## src/rtl/shift_load_ctrl.sv

```systemverilog
// shift_load_ctrl: upstream feeder for a WIDTH-bit parallel-load shift stage.
// Buffers words from a valid/ready producer in a DEPTH-entry FIFO and issues
// one single-cycle load per word, with consecutive loads spaced at least
// SHIFT_CYCLES cycles apart so each word is fully shifted out first.
//
// Optional feature macro: SHIFT_LOAD_FLUSH_EN adds a synchronous flush input.
//
// Ports:
//   clk       rising-edge clock
//   rst_n     asynchronous active-low reset
//   flush     (SHIFT_LOAD_FLUSH_EN only) empty FIFO, return to IDLE; d is kept
//   in_valid  producer has a word on in_data
//   in_data   word to load into the shift stage
//   in_ready  FIFO can accept a word this cycle (registered)
//   d         parallel data to the shift stage (registered)
//   load      one-cycle load strobe (registered)
//   busy      FSM not in IDLE (registered)
//   count     FIFO occupancy (registered)
module shift_load_ctrl #(
  parameter int unsigned WIDTH        = 4,
  parameter int unsigned DEPTH        = 4,
  parameter int unsigned SHIFT_CYCLES = 4
) (
  input  logic                      clk,
  input  logic                      rst_n,
`ifdef SHIFT_LOAD_FLUSH_EN
  input  logic                      flush,
`endif
  input  logic                      in_valid,
  input  logic [WIDTH-1:0]          in_data,
  output logic                      in_ready,
  output logic [WIDTH-1:0]          d,
  output logic                      load,
  output logic                      busy,
  output logic [$clog2(DEPTH):0]    count
);

  localparam int unsigned PW = $clog2(DEPTH);
  localparam int unsigned CW = $clog2(DEPTH) + 1;
  localparam int unsigned SW = (SHIFT_CYCLES > 2) ? $clog2(SHIFT_CYCLES) : 1;
  // Cycles spent in SHIFT after the load cycle, minus the final zero cycle.
  localparam logic [SW-1:0] SPACE_INIT = SW'((SHIFT_CYCLES > 1) ? (SHIFT_CYCLES - 2) : 0);

  typedef enum logic [1:0] {IDLE, LOAD, SHIFT} state_t;

  state_t            state;
  state_t            state_nxt;
  logic [SW-1:0]     space;
  logic [SW-1:0]     space_nxt;
  logic              load_nxt;
  logic              pop;
  logic              push;
  logic              flush_i;
  logic [CW-1:0]     count_nxt;
  logic [PW-1:0]     wr_ptr;
  logic [PW-1:0]     rd_ptr;
  logic [WIDTH-1:0]  mem [DEPTH];

`ifdef SHIFT_LOAD_FLUSH_EN
  assign flush_i = flush;
`else
  assign flush_i = 1'b0;
`endif

  // Accept only against registered occupancy; a flush drops the push.
  assign push = in_valid && in_ready && !flush_i;

  // Next-state / load decision; pop happens exactly when a load is issued.
  always_comb begin
    state_nxt = state;
    space_nxt = space;
    load_nxt  = 1'b0;
    pop       = 1'b0;
    unique case (state)
      IDLE: begin
        if (count != '0) begin
          pop       = 1'b1;
          load_nxt  = 1'b1;
          state_nxt = LOAD;
        end
      end
      LOAD: begin
        if (SHIFT_CYCLES == 1) begin
          if (count != '0) begin
            pop      = 1'b1;
            load_nxt = 1'b1;
          end else begin
            state_nxt = IDLE;
          end
        end else begin
          space_nxt = SPACE_INIT;
          state_nxt = SHIFT;
        end
      end
      SHIFT: begin
        if (space == '0) begin
          if (count != '0) begin
            pop       = 1'b1;
            load_nxt  = 1'b1;
            state_nxt = LOAD;
          end else begin
            state_nxt = IDLE;
          end
        end else begin
          space_nxt = space - 1'b1;
        end
      end
      default: state_nxt = IDLE;
    endcase
    if (flush_i) begin
      state_nxt = IDLE;
      space_nxt = '0;
      load_nxt  = 1'b0;
      pop       = 1'b0;
    end
  end

  // Occupancy update; simultaneous push and pop cancel.
  always_comb begin
    count_nxt = count;
    if (flush_i) begin
      count_nxt = '0;
    end else if (push && !pop) begin
      count_nxt = count + 1'b1;
    end else if (pop && !push) begin
      count_nxt = count - 1'b1;
    end
  end

  // State, pointers and registered outputs.
  always_ff @(posedge clk or negedge rst_n) begin
    if (!rst_n) begin
      state    <= IDLE;
      space    <= '0;
      load     <= 1'b0;
      d        <= '0;
      busy     <= 1'b0;
      count    <= '0;
      in_ready <= 1'b1;
      wr_ptr   <= '0;
      rd_ptr   <= '0;
    end else begin
      state    <= state_nxt;
      space    <= space_nxt;
      load     <= load_nxt;
      busy     <= (state_nxt != IDLE);
      count    <= count_nxt;
      in_ready <= (count_nxt < CW'(DEPTH));
      if (pop) begin
        d      <= mem[rd_ptr];
        rd_ptr <= rd_ptr + 1'b1;
      end
      if (push) begin
        wr_ptr <= wr_ptr + 1'b1;
      end
      if (flush_i) begin
        wr_ptr <= '0;
        rd_ptr <= '0;
      end
    end
  end

  // FIFO storage; contents need no reset since occupancy gates reads.
  always_ff @(posedge clk) begin
    if (push) begin
      mem[wr_ptr] <= in_data;
    end
  end

endmodule

```

## config.mk

```make
export PLATFORM = sky130hd
export DESIGN_NAME = shift_load_ctrl
export DESIGN_NICKNAME = d
export VERILOG_FILES = /design/src/rtl/shift_load_ctrl.sv
export SDC_FILE = /design/constraint.sdc
export NUM_CORES = 1
export LEC_CHECK = 0
export CAP_MARGIN = 0
export CORE_UTILIZATION = 55
export DETAILED_ROUTE_END_ITERATION = 16
export DONT_BUFFER_PORTS = 1
export MAX_ROUTING_LAYER = met4
export PLACE_DENSITY = 0.73
export SETUP_SLACK_MARGIN = 0.15
export SLEW_MARGIN = 20
export SYNTH_ARGS = -nofsm -noshare
export SYNTH_HDL_FRONTEND = slang
export SYNTH_SLANG_ARGS = --single-unit
export TNS_END_PERCENT = 20
```

## constraint.sdc

```tcl
create_clock -name clk -period 2.05 [get_ports clk]
set_clock_uncertainty 0.05 [all_clocks]
set_input_delay 0.41 -clock clk [delete_from_list [all_inputs] [get_ports clk]]
set_output_delay 0.41 -clock clk [all_outputs]
set_load 0.05 [all_outputs]
```

* Word level (Yosys, flattened, before mapping)
Memory sizes are Yosys's and may differ from the RTL's. A register that Yosys moved wholly into a read port is not among the register bits.
Index checks and enable logic that the tools add are counted.
** Storage, ports and cells
- Register bits after elaboration :: 14
- Bits in writable memories :: 16
- Input port bits :: 7
- Output and inout bits :: 10
- Memories kept :: 1
** Memories
- mem :: words 4, bits a word 4, rd ports 1, clocked after Yosys merged registers in 1, write ports 1, RTL line 57 : logic [WIDTH-1:0] mem [DEPTH];
** Cells by class
- Add/sub/neg operators :: 5
- Order comparisons :: 1
- Eq/ne operators :: 3
- Muxes and demuxes :: 13
- Reduce and logical (&&, ||, !) cells :: 12
** Operator list (number)
- $mux 2 :: 3
- $mux 3 :: 2
- $pmux 2 s3 :: 1
- $mux 1 :: 5
- $add 2x1->2 const B :: 2
- $logic_not 2->1 :: 2
- $pmux 2 s2 :: 1
- $reduce_bool 2->1 :: 2
- $add 3x1->3 const B :: 1
- $logic_and 1x1->1 :: 3
- $logic_not 1->1 :: 3
- $lt 3x3->1 const B :: 1
- $reduce_bool 3->1 :: 1
- $sub 3x1->3 const B :: 1
- $eq 2x1->1 const B :: 1
- $eq 2x2->1 const B :: 1
- $ne 2x2->1 const B :: 1
- $pmux 1 s2 :: 1
- $reduce_and 2->1 :: 1
- $sub 2x1->2 const B :: 1

* Longest topological paths before layout
- Depth after elaboration :: 8
- Gate-level depth with buffers :: 9
- Gate-level depth less buffers :: 9

* Worst setup path before layout
Ideal clock, no wire load.
- Path type :: reg-to-reg
- From :: register count[0]
- To :: register (tool-made name)
- Setup time :: 0.151 ns
- Arrival time :: 2.232 ns
- Slack :: -0.384 ns
- Stages on the path, launching flop included :: 10
- Period minus slack after synthesis :: 2.434 ns
- Path through :: dfrtp_1 inv_1 ha_1 nor2b_2 nor3_4 inv_1 ha_1 nor3b_1 o21ai_0 o211ai_1
** RTL lines
- start: declaration :: RTL line 35 : output logic [$clog2(DEPTH):0] count
- start signal: assignment :: RTL line 147 : count <= count_nxt;

==> summary.txt <==
Status
  • Status: finished, final reports clean

Clocking
  • Clock sink count: 34
  • Max clock buf depth: 2
  • CTS buffer count: 5
  • Worst-Skew Late Latency: 0.34 ns
  • CTS root buf: clkbuf_4
  • TritonCTS clock tree: done
  • Clock transition at path regs: 0.10 ns
  • Htree depth: 2

Synthesis
  • FF+latch count, synth: 34
  • FFs w/ async S/R, synth: 52.9%
  • Primary FF master, synth: dfrtp_1
  • Sequential share of the synthesized area: 61.5%
  • EDFF count, synth: 16
  • Top-area cell type share of the netlist area: 31.7%
  • Cell area after synthesis: 0.00152 sq mm
  • Syn nets: 119
  • Yosys cell types: 29
  • Synth area leaders: edfxtp_1, dfrtp_1, ha_1, mux4_2, mux2_2
  • Synthesized area per cell: 14.9 sq um
  • YS warnings: 0
  • Yosys top cell by area: edfxtp_1
  • Cells after Synth: 102

Timing
  • Fin. max-slew vios: 0
  • Max Clk Rate: 526 MHz
  • Tmin final: 1.90 ns
  • Setup TNS: 0 ns
  • Tightest hold margin: 0.110 ns
  • RSZ-0062 raised after global routing: true
  • Final count of hold timing violations: 0
  • Final worst path period share: 92.7%
  • Worst-Margin Slew: 0.814 ns
  • Max-slew headroom: 45.5%
  • Final Setup Violations: 0

Finish
  • Final Net Count: 135
  • Fillers: 174
  • Area growth, synth to finish: 15.3%
  • Non-Filler Instances: 149
  • Layout cells sized above 1: 37.8%
  • Ant diodes: 0

Global route
  • Number of global-route vias before repair: 847
  • Overflow after GRT: 0
  • Initial antenna violation count: 0
  • GRT Total Usage: 20.4%
  • First-pass GRT wire length: 3730 um
  • Largest net degree at the start of global routing: 19

Placed design
  • IO buf count: 0
  • Placed Cells: 135
  • Post-DP HPWL: 1590 um
  • GP Congestion: 0.746

Detailed routing
  • DR DRC count: 0
  • DR vias: 827
  • Vias per Instance: 5.55
  • WL/cell: 15.3 um
  • Initial detailed-routing violation count: 16
  • Post-route ant nets: 0
  • Final wirelength: 2280 um
  • DR pass1 iterations: 4

Power and ir drop
  • Pwr Total: 2860 uW
  • Worst VDD drop: 0.00116 V
  • Leakage power: 0.000727 uW
  • Power Dens Cells: 1640 mW/mm^2

Setup path
  • WS Path Type: reg2reg
  • Critical path peak fanout: 5
  • CP Data Required Time: 2.21 ns
  • Startpoint types: register
  • CP Capture Type: register
  • Critical path data arrival time: 2.06 ns

Die
  • CORE AREA: 0.00254 sq mm
  • Die height: 54.5 um
  • Die Span X: 54.5 um
  • Io pins: 17
  • Die ar.: 0.00297 sq mm
  • Starting Density: 59.5%
  • Row count: 18

Worst hold path
  • Hold crit path type: in2reg

Run
  • Max-Cap Viols: 0
==> per-layer routing <==
layer | global-route usage [%] | vias to the layer above | part of all wire [%]
li1 | - | 395 | -
met1 | 21.2 | 406 | 39
met2 | 31.3 | 19 | 51
met3 | 10.8 | 7 | 7.4
met4 | 10.3 | 0 | 2.5
met5 | - | - | 0
==> cells in the mapped netlist (2+ instances only) <==
master and number:
and3_1 4, dfrtp_1 17, edfxtp_1 16, ha_1 10
inv_1 8, mux2_2 6, mux2i_1 2, mux4_2 4
nand2_1 5, nor2b_1 3, o211ai_1 2, o21ai_0 6
xor2_1 3
==> area by class of cell <==
cell class,instances,area (sq um),share of cell area (%)
inverters,8,30.0,1.72
clock inverters,3,40.0,2.29
clock buffers,5,37.5,2.15
flip-flops and latches,34,935,53.5
multi-input cells,58,582,33.3
well taps,30,37.5,2.15
repair buffers,11,85.1,4.87
==> kinds of logic after synthesis <==
| family | count (synthesis) | synth area share [%] |
|---|---|---|
| AOI/OAI and AO/OA | 9 | 3.47 |
| xor gates and xnor gates | 4 | 2.31 |
| adders and majority gates | 10 | 8.26 |
| buffers and inverters | 10 | 3.06 |
| DFF | 34 | 61.5 |
| muxes | 12 | 11.7 |
| and+or+nand+nor | 23 | 9.66 |
==> metrics by stage <==
stage	util, %	cell area, sq um	setup WS, ns
after floorplan	-	1540	0.0326
after detailed placement	62.9	1600	0.0889
after global placement	62.9	1600	0.177
after global routing	68.6	1750	0.0640
after CTS	67.5	1720	0.160
final	68.6	1750	0.150
==> report_power, final <==
part / leakage (uW) / switching [uW] / internal (uW)
Combinational: 0.000321 / 505 / 563
Clock: 0.0000450 / 217 / 252
Sequential: 0.000360 / 375 / 949
==> layout by cell type, fill, tap and decap left out, types with 2 or more instances in the layout <==
cell / netlist / layout
dfrtp_2: 0 / 2
edfxtp_1: 16 / 16
o21ai_0: 6 / 4
mux2i_1: 2 / 2
o211ai_1: 2 / 2
clkinv_2: 0 / 2
mux2_2: 6 / 6
o21ai_1: 0 / 2
and3_1: 4 / 4
nor2b_4: 0 / 2
dfrtp_1: 17 / 15
nor2b_1: 3 / 2
buf_4: 0 / 10
mux4_2: 4 / 4
ha_1: 10 / 7
inv_1: 8 / 3
nand2_1: 5 / 5
inv_2: 0 / 5
xor2_1: 3 / 3
ha_4: 0 / 2
clkbuf_4: 0 / 5
==> path summary, 6_finish.rpt <==
| kind | start | to | slack [ns] | cells after the start |
|---|---|---|---|---|
| setup / recovery | space[0] | register | 0.15 | 9 |
| hold / removal | in_data[0] | mem[0][0] | 0.11 | 0 |
| setup reg to reg | space[0] | register | 0.15 | 9 |
| hold reg to reg | space[1] | space[1] | 0.49 | 1 |
| max in group asynchronous | rst_n | count[1] | 0.84 | 1 |
| min in group asynchronous | rst_n | d[1] | 0.55 | 1 |
==> worst max-delay path, stage by stage, from the launching register on <==
cell	delay, ns
dfrtp_1	0.40
inv_2	0.08
ha_4	0.12
and2b_2	0.24
nor3_4	0.23
inv_2	0.07
ha_4	0.29
nor3b_2	0.05
o21ai_1	0.14
o211ai_1	0.10
==> state kept, by name, summed over array words and instances, names as in the netlist, named ones only <==
signal,cells
mem,16
d,4
count,2
rd_ptr,2
space,2
state,2
wr_ptr,2
busy,1
in_ready,1
load,1
==> timing repair <==
action | 4_1_cts | 5_1_grt
hold endpoints to repair | 18 | 0
endpoints found under the setup margin | 3 | 8
pin swaps | 3 | 7
hold buffers | 1 | 0
resized for setup | 3 | 4
buffers inserted | 3 | 2
Power figures use the tool's default switching activity.
